**src/rtl/demux_1to2.sv**
```systemverilog
// 1-to-2 demultiplexer with registered outputs, per-channel valid flags and
// saturating per-channel transfer counters.
//
// Optional build macro: DEMUX_COMB_BYPASS_EN
//   Defined   : d0/d1 are driven combinationally from y/sel with zero latency
//               and are not reset. Valid flags and counters stay registered.
//   Undefined : d0/d1 are registered with exactly one cycle of latency.
module demux_1to2 #(
    parameter int unsigned WIDTH = 1,
    parameter int unsigned CNT_W = 16
) (
    input  logic             clk,
    input  logic             rst,
    input  logic [WIDTH-1:0] y,
    input  logic             sel,
    input  logic             in_valid,
    input  logic             clear_cnt,
    output logic [WIDTH-1:0] d0,
    output logic [WIDTH-1:0] d1,
    output logic             d0_valid,
    output logic             d1_valid,
    output logic [CNT_W-1:0] cnt0,
    output logic [CNT_W-1:0] cnt1
);

    // All-ones is the saturation ceiling of each counter.
    localparam logic [CNT_W-1:0] CntMax = {CNT_W{1'b1}};

    // ------------------------------------------------------------------
    // Valid flags
    // ------------------------------------------------------------------
    logic d0_valid_d, d0_valid_q;
    logic d1_valid_d, d1_valid_q;

    // A transfer is flagged on exactly the channel sel points to.
    always_comb begin
        d0_valid_d = in_valid & ~sel;
        d1_valid_d = in_valid & sel;
    end

    // Valid flag state, cleared asynchronously.
    always_ff @(posedge clk or posedge rst) begin
        if (rst) begin
            d0_valid_q <= 1'b0;
            d1_valid_q <= 1'b0;
        end else begin
            d0_valid_q <= d0_valid_d;
            d1_valid_q <= d1_valid_d;
        end
    end

    assign d0_valid = d0_valid_q;
    assign d1_valid = d1_valid_q;

    // ------------------------------------------------------------------
    // Transfer counters
    // ------------------------------------------------------------------
    logic [CNT_W-1:0] cnt0_d, cnt0_q;
    logic [CNT_W-1:0] cnt1_d, cnt1_q;

    // Clear wins over a same-cycle increment; increments stick at CntMax.
    always_comb begin
        cnt0_d = cnt0_q;
        cnt1_d = cnt1_q;
        if (clear_cnt) begin
            cnt0_d = '0;
            cnt1_d = '0;
        end else begin
            if (d0_valid_d && (cnt0_q != CntMax)) begin
                cnt0_d = cnt0_q + 1'b1;
            end
            if (d1_valid_d && (cnt1_q != CntMax)) begin
                cnt1_d = cnt1_q + 1'b1;
            end
        end
    end

    // Counter state, cleared asynchronously.
    always_ff @(posedge clk or posedge rst) begin
        if (rst) begin
            cnt0_q <= '0;
            cnt1_q <= '0;
        end else begin
            cnt0_q <= cnt0_d;
            cnt1_q <= cnt1_d;
        end
    end

    assign cnt0 = cnt0_q;
    assign cnt1 = cnt1_q;

    // ------------------------------------------------------------------
    // Data path
    // ------------------------------------------------------------------
    logic [WIDTH-1:0] d0_d;
    logic [WIDTH-1:0] d1_d;

    // Route y to the selected channel; the other channel is forced to zero.
    // Routing ignores in_valid.
    always_comb begin
        d0_d = sel ? '0 : y;
        d1_d = sel ? y : '0;
    end

`ifdef DEMUX_COMB_BYPASS_EN
    // Zero-latency data path, deliberately outside reset control.
    assign d0 = d0_d;
    assign d1 = d1_d;
`else
    logic [WIDTH-1:0] d0_q;
    logic [WIDTH-1:0] d1_q;

    // Registered data path; reset drops any in-flight word.
    always_ff @(posedge clk or posedge rst) begin
        if (rst) begin
            d0_q <= '0;
            d1_q <= '0;
        end else begin
            d0_q <= d0_d;
            d1_q <= d1_d;
        end
    end

    assign d0 = d0_q;
    assign d1 = d1_q;
`endif

endmodule

```
**config.mk**
```make
export PLATFORM = sky130hd
export DESIGN_NAME = demux_1to2
export DESIGN_NICKNAME = d
export VERILOG_FILES = /design/src/rtl/demux_1to2.sv
export SDC_FILE = /design/constraint.sdc
export NUM_CORES = 1
export LEC_CHECK = 0
export BUFFER_PORTS_ARGS = -buffer_cell sky130_fd_sc_hd__buf_2
export CORE_ASPECT_RATIO = 0.9
export CORE_UTILIZATION = 40
export CTS_CLUSTER_SIZE = 20
export DETAILED_ROUTE_END_ITERATION = 16
export PLACE_DENSITY_LB_ADDON = 0.3
export SYNTH_ARGS = -nofsm -noshare
export SYNTH_HDL_FRONTEND = slang
export SYNTH_SLANG_ARGS = --single-unit
```
**constraint.sdc**
```tcl
create_clock -name clk -period 1.7 [get_ports clk]
set_clock_uncertainty 0.1 [all_clocks]
set_input_delay 0.51 -clock clk [delete_from_list [all_inputs] [get_ports clk]]
set_output_delay 0.51 -clock clk [all_outputs]
set_load 0.05 [all_outputs]
```
==> results.yml, run 1 <==
outcome:
  outcome: "finished, final reports clean"
timing:
  hold_viol_final: 0
  grt_setup_unrepaired: "true"
  setup_viol: 0
  finalWorstPathRequiredPeriod_ps: 1670
  worst_slew_pin_slew_ps: 442
  max_freq_mhz: 598
  timing_max_transition_violations_final: 0
  slew_headroom_pct: 70.3
  fin_tns_setup_ps: 0
  setup_slack_ps: 26.7
  finalCritPeriodShare_pct: 98.4
  final_hold_slack_ps: 161
clock_tree:
  cts.htree.levels: 2
  buffer_cell_driving_the_clock_tree_root: "sky130_fd_sc_hd__clkbuf_8"
  clk_pin_slew_worst_paths_ps: 70
  worstSkewPairLatency_ps: 290
  cts_tree: "built"
  numCtsBuffers: 5
  cts_buffer_depth: 2
  tritoncts_num_sinks: 36
floorplan:
  area_enclosed_by_the_die_boundary_um2: 5160
  die_height_um: 68.3
  top_level_ports: 42
  core_region_area_um2: 4580
  floorplan.die.width_um: 75.6
  floorplan.initialDensity_pct: 42.7
  rows: 23
layout:
  drive_above_1_share_pct: 55.7
  sequential_cell_area_um2: 941
  layout-area-overhead-vs-synth_pct: 46.5
  final_design_area_no_fill_um2: 2860
  insertedDiodeCount: 0
  finalCoreUtilization_pct: 62.5
  multiInputGateArea_um2: 1150
  fin_cells: 349
  nets_final: 294
  final.fill_count: 380
placed_design:
  final_weighted_congestion_of_routability_driven_global_placement: 0.829
  dp.final_hpwl_um: 3570
  postPlaceCellArea_um2: 2640
  dpl.cell_count: 336
  io_buffers: 41
  pre_cts_ws_ps: -156
yosys:
  syn-instance-count: 197
  post_synth_instance_area_um2: 1950
  syn-num-nets: 205
  synth_warnings: 0
  ys_seq_area_share_pct: 46.2
  synth-seq-cells: 36
  avgSynthCellArea_um2: 9.91
  yosysUniqueCellTypes: 37
global_routing:
  grt_pass1_wl_um: 8310
  grt_start_max_net_pins: 37
  number_of_antenna_violations_at_the_first_check_in_global_routing: 0
  globalRoute.totalOverflow: 0
  grt_use_total_pct: 21.8
  first_global_vias: 1787
setup_path:
  cp.arrival_ps: 1060
  cp_max_fo: 4
  end_kind: "output pin"
  path_class: "reg -> out"
  start_kind: "flip-flop"
  critical_path_required_ps: 1090
pwr:
  cellLeakagePower_nw: 1.27
  powerDensity_nw_per_um2: 581
  vdd.ir_drop.worst_mv: 0.366
  power_mw: 1.66
min_path:
  holdCritPathClass: "in -> async"
routing:
  route.detailed.drc: 0
  drt_iter0_drc: 148
  route.antenna.remaining_nets: 0
  drt_pre_antenna_iters: 4
  drt_wl_total_um: 5150
  dr_total_vias: 1933
  route.detailed.wl_per_inst_um: 14.8
  routed_via_density: 5.54
flow_run:
  timing.max_cap.violations: 0
[report_power, final]
part           internal [mW]  switching (mW)  leakage (nW)
Combinational         0.0481           0.100         0.780
Sequential             0.867          0.0121         0.444
Clock                  0.331           0.305        0.0455
Total                   1.25           0.417          1.27
[cells by family (layout without fill, tap and decap cells)]
family | Yosys count | after routing | synth area share [%]
and+or+nand+nor | 85 | 85 | 29.7
AOI/OAI and AO/OA | 58 | 58 | 18.7
DFF | 36 | 36 | 46.2
buffers and inverters | 12 | 102 | 2.31
adders and majority gates | 2 | 2 | 1.28
xor gates and xnor gates | 2 | 2 | 0.898
muxes | 2 | 2 | 1.03
[routing by layer]
metal	GRT usage (%)	up-vias	share of wire (%)
li1	-	964	-
met1	31.4	915	51
met2	32.5	52	44
met3	3.39	2	4.8
met4	9.03	0	0.54
met5	0	-	0
[cell type report]
| type | count | area share [%] |
|---|---|---|
| Clock buffer | 8 | 3.15 |
| Inverter | 9 | 1.18 |
| Multi-Input combinational cell | 149 | 40.3 |
| Sequential cell | 36 | 32.9 |
| Tap cell | 62 | 2.71 |
| Timing Repair Buffer | 85 | 19.8 |
[cells in the final DEF (no fill, tap or decap), drive strengths merged, types with 9 or more instances in the layout]
cell   netlist  final
inv          9      9
dfrtp       36     36
or3          9      9
nand3       12     12
nand4       11     11
a21oi       27     27
nand2       10     10
o31ai       11     11
buf          0     85
o21ai       10     10
or4         12     12
[cells in the mapped netlist]
cell / n / share of area [%]
sky130_fd_sc_hd__or2_1: 1 / 0.32
sky130_fd_sc_hd__o21ba_2: 1 / 0.51
sky130_fd_sc_hd__and2_1: 2 / 0.64
sky130_fd_sc_hd__inv_1: 7 / 1.3
sky130_fd_sc_hd__or3_1: 8 / 2.6
sky130_fd_sc_hd__nor2_1: 7 / 1.3
sky130_fd_sc_hd__nand4_4: 2 / 2.2
sky130_fd_sc_hd__and4_1: 4 / 1.8
sky130_fd_sc_hd__a311oi_1: 2 / 0.90
sky130_fd_sc_hd__and3_1: 4 / 1.3
sky130_fd_sc_hd__or3_2: 1 / 0.38
sky130_fd_sc_hd__ha_1: 2 / 1.3
sky130_fd_sc_hd__nand2_1: 10 / 1.9
sky130_fd_sc_hd__dfrtp_1: 36 / 46
sky130_fd_sc_hd__nand2b_4: 1 / 0.70
sky130_fd_sc_hd__o41ai_1: 3 / 1.3
sky130_fd_sc_hd__o21ai_1: 1 / 0.26
sky130_fd_sc_hd__a21oi_1: 27 / 6.9
sky130_fd_sc_hd__mux2i_1: 2 / 1.0
sky130_fd_sc_hd__o31ai_1: 11 / 4.2
sky130_fd_sc_hd__nor3_1: 5 / 1.3
sky130_fd_sc_hd__o2111ai_1: 2 / 0.90
sky130_fd_sc_hd__nand3b_1: 1 / 0.38
sky130_fd_sc_hd__clkbuf_1: 3 / 0.58
sky130_fd_sc_hd__and4_2: 1 / 0.51
sky130_fd_sc_hd__a41oi_1: 1 / 0.45
sky130_fd_sc_hd__nand3_1: 12 / 3.1
sky130_fd_sc_hd__o21ai_0: 9 / 2.3
sky130_fd_sc_hd__nand4_2: 2 / 1.3
sky130_fd_sc_hd__xor2_1: 2 / 0.90
sky130_fd_sc_hd__nand4_1: 7 / 2.2
sky130_fd_sc_hd__nor4_4: 2 / 2.2
sky130_fd_sc_hd__o41ai_2: 1 / 0.83
sky130_fd_sc_hd__or4_1: 12 / 4.6
sky130_fd_sc_hd__nor4_1: 2 / 0.64
sky130_fd_sc_hd__nor2b_1: 1 / 0.32
sky130_fd_sc_hd__inv_2: 2 / 0.38
[sequential cells by signal, indices dropped and copies added (netlist names)]
| signal | flops |
|---|---|
| cnt1 | 16 |
| d1 | 1 |
| d0_valid | 1 |
| d0 | 1 |
| d1_valid | 1 |
| cnt0 | 16 |
[critical path, stage by stage (launching register included)]
cell and delay (ps):
sky130_fd_sc_hd__dfrtp_2 440, sky130_fd_sc_hd__buf_4 150, sky130_fd_sc_hd__buf_4 180
[what timing repair did]
action	CTS	global route
resized for setup	2	23
hold endpoints to repair	0	0
hold buffers	0	0
setup endpoints to repair	2	24
pin swaps	0	13
setup buffers	0	5
[final timing paths]
| kind | from | endpoint | slack (ps) | cells after the start |
|---|---|---|---|---|
| setup / recovery | cnt0[2]$_DFFE_PP0P_ | cnt0[2] | 30 | 2 |
| hold / removal | rst | cnt1[6]$_DFFE_PP0P_ | 160 | 3 |
| setup reg to reg | cnt0[0]$_DFFE_PP0P_ | cnt0[13]$_DFFE_PP0P_ | 40 | 5 |
| hold reg to reg | cnt0[10]$_DFFE_PP0P_ | cnt0[10]$_DFFE_PP0P_ | 500 | 2 |
| max in group asynchronous | rst | cnt1[2]$_DFFE_PP0P_ | 1150 | 3 |
| min in group clk | y | d1$_DFF_PP0_ | 350 | 2 |
(Power assumes the default switching activity.)
==> run 2, diff against run 1 <==
--- a/config.mk
+++ b/config.mk
@@ -7,9 +7,11 @@
 export LEC_CHECK = 0
 export BUFFER_PORTS_ARGS = -buffer_cell sky130_fd_sc_hd__buf_2
 export CORE_ASPECT_RATIO = 0.9
-export CORE_UTILIZATION = 40
+export CORE_MARGIN = 2
+export CORE_UTILIZATION = 29
 export CTS_CLUSTER_SIZE = 20
 export DETAILED_ROUTE_END_ITERATION = 16
+export MAX_ROUTING_LAYER = met4
 export PLACE_DENSITY_LB_ADDON = 0.3
 export SYNTH_ARGS = -nofsm -noshare
 export SYNTH_HDL_FRONTEND = slang
==> run 2 against run 1 <==
Critical path depth grew 2. Non-clock buffer count up 2. Setup slack got worse by 8.6 ps. Clock power increased by 21%. Critical endpoint is now cnt1[14]$_DFFE_PP0P_. Highest routed layer unchanged. Register-to-register slack worse by 20 ps. Routed wire length increased by 2.5%. Flip-flop and latch count unchanged. Fmax fell by 0.51%. Utilization is 18 points lower. Design area increased by 3.0%. Largest cell class unchanged. Combinational power up 3%. Hold slack got worse by 1.4 ps.
==> results.yml, run 2 (synthesized netlist as in run 1, its figures left out) <==
outcome:
  outcome: "finished, final reports clean"
setup_path:
  end_kind: "flip-flop"
  cp.arrival_ps: 1800
  path_class: "reg -> reg"
  timing.reg2reg.setup_slack_ps: 20
  critical_path_required_ps: 1820
  cp_max_fo: 8
  start_kind: "flip-flop"
timing:
  worst_slew_pin_slew_ps: 421
  finalWorstPathRequiredPeriod_ps: 1680
  hold_viol_final: 0
  setup_viol: 0
  max_freq_mhz: 595
  timing_max_transition_violations_final: 0
  grt_setup_unrepaired: "true"
  slew_headroom_pct: 71.8
  fin_tns_setup_ps: 0
  finalCritPeriodShare_pct: 98.9
clock_tree:
  numCtsBuffers: 5
  cts_hold_repair.buffers: 0
  cts_tree: "built"
  cts.htree.levels: 2
  tritoncts_num_sinks: 36
  clk_pin_slew_worst_paths_ps: 80
  worstSkewPairLatency_ps: 290
  buffer_cell_driving_the_clock_tree_root: "sky130_fd_sc_hd__clkbuf_8"
  cts_buffer_depth: 2
global_routing:
  grt_start_max_net_pins: 37
  grt_use_total_pct: 14.9
  grt_pass1_wl_um: 8600
  globalRoute.totalOverflow: 0
  number_of_antenna_violations_at_the_first_check_in_global_routing: 0
  first_global_vias: 1747
layout:
  nets_final: 296
  drive_above_1_share_pct: 57.4
  layout.cells.most_common_list: "47 x sky130_fd_sc_hd__buf_4, 35 x sky130_fd_sc_hd__buf_2, 32 x sky130_fd_sc_hd__dfrtp_2"
  final_design_area_no_fill_um2: 2950
  most_common_library_cell_in_the_layout_ignoring_fill_and_taps: "sky130_fd_sc_hd__buf_4"
  insertedDiodeCount: 0
  finalCoreUtilization_pct: 45.0
  layout-area-overhead-vs-synth_pct: 50.9
  fin_cells: 379
pwr:
  vdd.ir_drop.worst_mv: 0.328
  cellLeakagePower_nw: 1.29
  powerDensity_nw_per_um2: 610
floorplan:
  core_region_area_um2: 6550
  rows: 28
  die_height_um: 81.8
  top_level_ports: 42
  area_enclosed_by_the_die_boundary_um2: 7400
  floorplan.die.width_um: 90.5
  floorplan.initialDensity_pct: 29.8
placed_design:
  final_weighted_congestion_of_routability_driven_global_placement: 0.764
  dpl.cell_count: 359
  dp.final_hpwl_um: 3790
  postPlaceCellArea_um2: 2640
  io_buffers: 41
routing:
  dr_total_vias: 1930
  drt_pre_antenna_iters: 4
  drt_iter0_drc: 65
  routed_via_density: 5.09
  route.antenna.remaining_nets: 0
  drt_wl_total_um: 5280
  route.detailed.wl_per_inst_um: 13.9
  route.detailed.drc: 0
flow_run:
  timing.max_cap.violations: 0
min_path:
  holdCritPathClass: "in -> async"
## run 2: cell count changes in the layout (fill, tap and decap cells not counted), sizes merged
cell,previous run,this run
clkbuf,8,5
buf,85,87
bufinv,0,1
clkinv,0,1
clkinvlp,0,1
## run 2: layout make-up
cell class	count	area, um2
clock buffer	5	68.8
clock inverter	3	42.5
fill	653	3610
inverter	9	33.8
multi-input combinational	149	1150
sequential	36	941
tap	90	113
timing repair buffer	87	593
## run 2: through the flow
| stage | worst slack, ps | power (mW) | hold WS [ps] |
|---|---|---|---|
| 2_1_floorplan | -72.8 | 0.978 | 473 |
| 3_3_place_gp | -116 | 1.04 | 433 |
| 3_5_place_dp | -161 | 1.04 | 439 |
| 4_1_cts | 1.31 | 1.81 | 170 |
| 5_1_grt | -73.8 | 1.87 | 178 |
| 6_report | 18.1 | 1.80 | 160 |
## run 2: path summary, 6_finish.rpt
kind                                          start                   end  cells past startpoint
worst min-delay path                            rst   cnt1[6]$_DFFE_PP0P_                      3
min in group clk                                  y          d0$_DFF_PP0_                      2
max in group asynchronous                       rst   cnt1[2]$_DFFE_PP0P_                      3
worst max register to register  cnt1[5]$_DFFE_PP0P_  cnt1[14]$_DFFE_PP0P_                      4
worst max-delay path            cnt1[5]$_DFFE_PP0P_  cnt1[14]$_DFFE_PP0P_                      4
worst min register to register  cnt0[6]$_DFFE_PP0P_   cnt0[6]$_DFFE_PP0P_                      2
## run 2: metal layers
layer / vias up / GRT usage (%) / wire (um)
met5: - / - / 0
met4: 0 / 4.62 / 48
met3: 6 / 2.66 / 143
met2: 33 / 22.4 / 2480
met1: 933 / 20.5 / 2610
li1: 958 / - / -
## run 2: critical path, cell delays in order, from the launching register on
cell and delay (ps):
sky130_fd_sc_hd__dfrtp_2 460, sky130_fd_sc_hd__nand4_4 170, sky130_fd_sc_hd__or2_4 280, sky130_fd_sc_hd__or4_4 480, sky130_fd_sc_hd__a21oi_2 120
## run 2: where the power goes
part / internal (mW) / switching (mW)
Combinational: 0.0508 / 0.101
Sequential: 0.866 / 0.0101
Clock: 0.434 / 0.334
Total: 1.35 / 0.446
## run 2: timing repair
action / in CTS / in global routing
hold endpoints to repair: 0 / 0
resized for setup: 4 / 28
endpoints found under the setup margin: 3 / 30
buffers inserted: 0 / 12
pin swaps: 0 / 15
